<file path="src/rtl/text_buffer_ctl.sv">
// 16x16 character-cell text RAM with a cursor-driven write port and a
// clear sequencer that fills the screen after reset and on command.
module text_buffer_ctl #(
  parameter logic [7:0] CLEAR_CHAR   = 8'h20,
  parameter logic [7:0] NEWLINE_CHAR = 8'h0A
) (
  input  logic       clk,
  input  logic       rst,
  input  logic [7:0] char_xy,
  output logic [7:0] char_code,
  input  logic       wr_valid,
  input  logic [7:0] wr_char,
  output logic       wr_ready,
  input  logic       cmd_clear,
  input  logic       cmd_home,
  output logic       busy,
  output logic [3:0] cursor_x,
  output logic [3:0] cursor_y
);

  typedef enum logic [0:0] {StClear, StIdle} state_e;

  state_e     state_q, state_d;
  logic [7:0] clr_addr_q, clr_addr_d;
  logic [3:0] cursor_x_q, cursor_x_d;
  logic [3:0] cursor_y_q, cursor_y_d;
  logic [7:0] char_code_q;

  logic [7:0] mem [256];
  logic       mem_we;
  logic [7:0] mem_waddr;
  logic [7:0] mem_wdata;
  logic       wr_fire;

  assign busy     = (state_q == StClear);
  assign wr_ready = (state_q == StIdle) && !cmd_clear;
  assign wr_fire  = wr_valid && wr_ready;

  always_comb begin
    state_d    = state_q;
    clr_addr_d = clr_addr_q;
    cursor_x_d = cursor_x_q;
    cursor_y_d = cursor_y_q;
    mem_we     = 1'b0;
    mem_waddr  = clr_addr_q;
    mem_wdata  = CLEAR_CHAR;

    unique case (state_q)
      StClear: begin
        mem_we     = 1'b1;
        clr_addr_d = clr_addr_q + 8'd1;
        if (cmd_clear) begin
          clr_addr_d = 8'd0;
        end else if (clr_addr_q == 8'hFF) begin
          state_d = StIdle;
        end
      end
      StIdle: begin
        if (cmd_clear) begin
          state_d    = StClear;
          clr_addr_d = 8'd0;
        end else if (wr_fire) begin
          if (wr_char == NEWLINE_CHAR) begin
            cursor_x_d = 4'd0;
            cursor_y_d = cursor_y_q + 4'd1;
          end else begin
            mem_we     = 1'b1;
            mem_waddr  = {cursor_x_q, cursor_y_q};
            mem_wdata  = wr_char;
            cursor_x_d = cursor_x_q + 4'd1;
            if (cursor_x_q == 4'hF) begin
              cursor_y_d = cursor_y_q + 4'd1;
            end
          end
        end
      end
      default: state_d = StClear;
    endcase

    // Home and clear both override any cursor advance from a same-cycle write.
    if (cmd_clear || cmd_home) begin
      cursor_x_d = 4'd0;
      cursor_y_d = 4'd0;
    end
  end

  always_ff @(posedge clk) begin
    if (rst) begin
      state_q     <= StClear;
      clr_addr_q  <= 8'd0;
      cursor_x_q  <= 4'd0;
      cursor_y_q  <= 4'd0;
      char_code_q <= 8'h00;
    end else begin
      state_q     <= state_d;
      clr_addr_q  <= clr_addr_d;
      cursor_x_q  <= cursor_x_d;
      cursor_y_q  <= cursor_y_d;
      char_code_q <= busy ? CLEAR_CHAR : mem[char_xy];
    end
  end

  // RAM has no reset; the clear sequence initialises it.
  always_ff @(posedge clk) begin
    if (mem_we) begin
      mem[mem_waddr] <= mem_wdata;
    end
  end

  assign char_code = char_code_q;
  assign cursor_x  = cursor_x_q;
  assign cursor_y  = cursor_y_q;

endmodule

</file>
<file path="config.mk">
export PLATFORM = sky130hd
export DESIGN_NAME = text_buffer_ctl
export DESIGN_NICKNAME = d
export VERILOG_FILES = /design/src/rtl/text_buffer_ctl.sv
export SDC_FILE = /design/constraint.sdc
export NUM_CORES = 2
export LEC_CHECK = 0
export ABC_AREA = 1
export CELL_PAD_IN_SITES_DETAIL_PLACEMENT = 1
export CELL_PAD_IN_SITES_GLOBAL_PLACEMENT = 1
export CORE_MARGIN = 2
export CORE_UTILIZATION = 50
export DETAILED_ROUTE_END_ITERATION = 10
export DONT_BUFFER_PORTS = 1
export MAX_ROUTING_LAYER = met4
export PLACE_DENSITY = 0.77
export SYNTH_ARGS = -nofsm -noshare
export SYNTH_HDL_FRONTEND = slang
export SYNTH_SLANG_ARGS = --single-unit
</file>
<file path="constraint.sdc">
create_clock -name clk -period 11.08 [get_ports clk]
set_input_delay 2.216 -clock clk [delete_from_list [all_inputs] [get_ports clk]]
set_output_delay 2.216 -clock clk [all_outputs]
set_load 0.01 [all_outputs]
</file>
## Yosys cells after proc, flatten, opt, wreduce, memory -nomap -nowiden

Memory sizes are Yosys's and may differ from the RTL's.
Cells that the tools add are included.

- Register bits after elaboration: 25
- RAM bits: 2048
- Logic and storage cells: 50
- Memories: 1

Memories:

| memory | words | bits a word | read ports | clocked after memory_dff | write ports | line | source |
|---|---|---|---|---|---|---|---|
| mem | 256 | 8 | 1 | 0 | 1 | 29 | `logic [7:0] mem [256];` |

- $add $sub $neg: 3
- Equality and inequality tests: 4
- Mux-type cells: 25
- Bitwise operators: 2
- Reductions and logical operators: 9

Operators with widths:

| kind | number |
|---|---|
| 2-to-1 mux 8 bit | 10 |
| case mux 8 bit (2 select lines) | 1 |
| 2-to-1 mux 4 bit | 3 |
| adder 4 x 1 -> 4 bit, second input constant | 2 |
| adder 8 x 1 -> 8 bit, second input constant | 1 |
| == test 8 x 4 -> 1 bit, second input constant | 1 |
| == test 8 bit, second input constant | 1 |
| 2-to-1 mux 1 bit | 8 |
| 2-to-1 mux 6 bit | 1 |
| == test 4 bit, second input constant | 1 |
| case mux 1 bit (2 select lines) | 2 |
| AND reduction 4 bit | 1 |
| OR reduction 2 bit | 2 |
| AND reduction 3 bit | 1 |
| logical AND 1 bit | 2 |
| != test 2 bit, second input constant | 1 |
| inverter 1 bit | 2 |
| nonzero test 2 bit | 1 |
| logical NOT 1 bit | 1 |
| logical OR 1 bit | 1 |

## Depth between registers and ports, before layout

- Depth in word-level cells: 8
- Gate-level depth with buffers: 17
- Gate-level depth less buffers: 13

## Least setup slack after synthesis

Ideal clock, no wire load.

- Path kind: input-to-reg
- Start point: in cmd_clear
- End point: mem mem[0][1] (data pin)
- Setup time: 1.395 ns
- Arrival: 8.712 ns
- Required time: 9.685 ns
- Slack: 0.973 ns
- Stages: 6
- Buffers on the path: 1
- Cells stage by stage: nor2_4 nand2_4 inv_2 nand2_4 buf_6 nor2_1

- Longest elaborated chain between the ends: 6

RTL lines:

| element | line | source |
|---|---|---|
| from (decl) | 14 | `input logic cmd_clear,` |
| logical NOT 1 bit | 36 | `assign wr_ready = (state_q == StIdle) && !cmd_clear;` |
| logical AND 1 bit | 36 |  |
| logical AND 1 bit | 37 | `assign wr_fire = wr_valid && wr_ready;` |
| 2-to-1 mux 8 bit | 62 | `end else if (wr_fire) begin` |
| 2-to-1 mux 8 bit (*) | 59 | `if (cmd_clear) begin` |
| 2-to-1 mux 8 bit (*) | 48 | `unique case (state_q)` |
| net mem_wdata[1] | 32 | `logic [7:0] mem_wdata;` |
| to (decl) | 29 |  |

Mark *: on every way through the listed nets, which the timed path passes. The rest lies on a longest branch.

## Worst setup path in the final report

- Start point: in char_xy[0]
- End point: reg char_code_q[5] (netlist: char_code[5])

- Longest elaborated chain between the ends: 2

RTL lines:

| element | line | source |
|---|---|---|
| from (decl) | 9 | `input logic [7:0] char_xy,` |
| memory read (256 x 8 bit) | -- |  |
| 2-to-1 mux 6 bit | 99 | `char_code_q <= busy ? CLEAR_CHAR : mem[char_xy];` |
| to (signal assigned) | 99 |  |
| to (decl) | 27 | `logic [7:0] char_code_q;` |

No other way between the ends.
A chain may end at the register's enable or synchronous reset.

==> flow_metrics.env <==
export IMPL_ir_drop_uv=182.7
export IMPL_synthFlopType="edfxtp_1"
export IMPL_ant_nets=0
export IMPL_max_cap_violations=0
export IMPL_layout_drive_gt1_share_pct=5.645
export IMPL_violations="slew limit"
export IMPL_slew_headroom_pct=-265.2
export IMPL_min_period_ps=9054
export IMPL_synth_edf_count=2048
export IMPL_p_clk_share_pct=42.7
export IMPL_die_area_mm2=0.1696
export IMPL_num_vias=55660
export IMPL_clkLatencyLatePin_ps=860
export IMPL_slew_viol_final=936
export IMPL_end_kind="register"
export IMPL_ys_ff_latch=2073
export IMPL_p_switching_w=0.003440
export IMPL_antenna_found_initial=2
export IMPL_h_tree_depth=4
export IMPL_wl_per_cell_um=27.74
export IMPL_synth_cell_type_count=33
export IMPL_fin_nets=6617
export IMPL_fillCellCount=16490
export IMPL_coreArea_mm2=0.1650
export IMPL_postCtsSetupBuffers=0
export IMPL_post_place_cells=8576
export IMPL_async_flop_share_pct=0
export IMPL_initial_utilization_pct=50.39
export IMPL_pwr_share_seq_pct=53.3
export IMPL_p_sw_share_pct=21.61
export IMPL_finClkSkew_ps=39.62
export IMPL_cts_buffers=203
export IMPL_first_iter_violations=5953
export IMPL_dr_pass1_iters=6
export IMPL_cts_hold_buf=0
export IMPL_die_height_um=411.8
export IMPL_post_dp_hpwl_um=131900
export IMPL_cp_max_fo=1032
export IMPL_rows=149
export IMPL_ys_seq_area_share_pct=74.57
export IMPL_total_power_w=0.01592
export IMPL_clock_sinks=2073
export IMPL_status="finished with violations"
export IMPL_io_buffers=0
export IMPL_clk_path_buf_depth=3
export IMPL_internal_power_w=0.01248
export IMPL_critPathKind="in2reg"
export IMPL_fin_crit_sh_pct=81.72
export IMPL_pin_count=39
export IMPL_tns_ps=0
export IMPL_cts_tree="yes"
export IMPL_grt_pass1_wl_um=372000
export IMPL_clk_pin_slew_worst_paths_ps=60
export IMPL_powerDensity_mw_per_mm2=174.9
export IMPL_root_buffer="clkbuf_16"
export IMPL_gp_congestion=0.8628
export IMPL_grt_max_degree=1033
export IMPL_setup_ws_ps=2026
export IMPL_yosysWarnings=0
export IMPL_wl_um=248500
export IMPL_syn_area_mm2=0.08314
export IMPL_die_x_um=411.8
export IMPL_cts_resized=0
export IMPL_layout_cells_non_filler=8957
export IMPL_rsz0062_at_grt="no"
export IMPL_crit_arrival_ps=9840
export IMPL_fmax_ghz=0.1104
export IMPL_p_leak_nw=32.49
export IMPL_required_ps=11870
export IMPL_power_frac_comb_pct=4.0
export IMPL_critPathLaunchType="input pin"
export IMPL_setup_viol=0
export IMPL_finalHoldViolCount=0
export IMPL_drc=0
export IMPL_syn2layout_area_growth_pct=9.481
export IMPL_synth_avg_cell_area_um2=12.17
export IMPL_grt_ovfl_total=0
export IMPL_netlist_instances=6830
export IMPL_vias_per_cell=6.214
export IMPL_dp_slack_ps=5008
export IMPL_synth_fp_nets=6854
export IMPL_track_usage_pct=30.17
export IMPL_worst_slew_pin_slew_ps=5479
export IMPL_grt_pass1_vias=57810
export IMPL_min_path_type="reg2reg"
through the flow:
step,instance area (um2),util [%],hold WS (ps)
detailed placement,84520,51.23,492.3
global placement,84520,51.23,474.4
floorplan,83140,-,455.1
global route,91020,55.17,533.9
finish,91020,55.17,497.1
CTS,91000,55.15,507.0
critical path, cell delays in order:
cell,delay [ps]
inv_8,2670
buf_12,620
nand2_1,110
nand3_1,110
nand3_1,140
nand3_1,160
nand3_1,120
nand3_1,200
nand3_1,320
nand2_1,190
nand2_1,150
nand3_1,190
nand2_1,80
inv_1,60
area by class of cell:
cell class / count / area (um2) / area share [%]
Inverter: 64 / 265.3 / 0.2914
Antenna cell: 1 / 2.502 / 0.002749
Multi-Input combinational cell: 4209 / 19060 / 20.94
Clock inverter: 117 / 993.5 / 1.091
Tap cell: 2189 / 2739 / 3.009
Sequential cell: 2073 / 62000 / 68.12
Timing Repair Buffer: 42 / 478.0 / 0.5251
Clock buffer: 262 / 5485 / 6.026
kinds of logic (layout without fill, tap and decap cells):
family | after synthesis | in the layout | synth area share (%)
and+or+nand+nor | 3196 | 3196 | 16.14
DFF | 2073 | 2073 | 74.57
AOI/OAI and AO/OA | 1008 | 1008 | 6.587
buffers and inverters | 548 | 485 | 2.635
adders and majority gates | 3 | 3 | 0.04515
xor gates and xnor gates | 2 | 2 | 0.02107
other | 0 | 1 | 0
state kept, by name, summed over array words and instances, names as in the netlist:
register	flops
state_q	1
char_code	8
cursor_x	4
cursor_y	4
mem	2048
clr_addr_q	8
cells in the mapped netlist (10+ instances only):
cell | number | area share [%]
o21ai_0 | 659 | 4.0
edfxtp_1 | 2048 | 74
buf_1 | 62 | 0.28
clkbuf_1 | 324 | 1.5
inv_2 | 10 | 0.045
inv_1 | 54 | 0.24
buf_2 | 95 | 0.57
nor2_1 | 955 | 4.3
nand2_1 | 1161 | 5.2
a21oi_1 | 18 | 0.11
nand3_1 | 1046 | 6.3
o22ai_1 | 322 | 2.4
dfxtp_1 | 25 | 0.60
per-layer routing:
layer	vias to the layer above	part of all wire (%)	global-route usage (%)
li1	24210	-	-
met1	28480	40	39.53
met2	2481	49	47.71
met3	490	7.8	4.689
met4	0	3.8	11.58
met5	-	0	-
final timing paths:
| path | cells past startpoint | slack, ps | end | from |
|---|---|---|---|---|
| setup / recovery | 14 | 2030 | char_code[5] | char_xy[0] |
| hold / removal | 2 | 500 | clr_addr_q[7] | clr_addr_q[6] |
| setup reg to reg | 11 | 6650 | mem[179][6] | state_q |
| hold reg to reg | 2 | 500 | clr_addr_q[7] | clr_addr_q[6] |
power by group through the flow:
stage                     registers [W]  clock network, W  logic (W)
final                           0.00848           0.00680   0.000629
after floorplan                 0.00865                 0   0.000482
after CTS                       0.00849           0.00684   0.000606
after global placement          0.00865                 0   0.000572
after global routing            0.00848           0.00710   0.000667
after detailed placement        0.00865                 0   0.000594
cells in the final DEF (no fill, tap or decap), types with 3 or more instances in the layout:
cell type,netlist,final
o21ai_2,4,4
a21oi_1,18,18
nand3_1,1046,1036
o22ai_1,322,322
clkinv_8,0,7
clkbuf_16,0,206
nand2_4,2,3
clkinv_2,0,39
inv_1,54,52
nand2_1,1161,1160
o21ai_0,659,659
buf_12,0,13
clkbuf_8,0,12
dfxtp_1,25,25
clkbuf_1,324,44
nor3_1,5,5
nor2_2,7,7
buf_4,2,29
nor2_1,955,948
clkinvlp_4,0,5
bufinv_16,0,13
o21ai_1,3,3
edfxtp_1,2048,2048
ha_1,3,3
nor2_4,2,9
and3_1,7,7
nand2_2,4,4
nand3_2,0,10
inv_2,10,8
clkinv_1,0,48
inv_8,0,3
No activity file was read; power rests on OpenSTA's default activity.
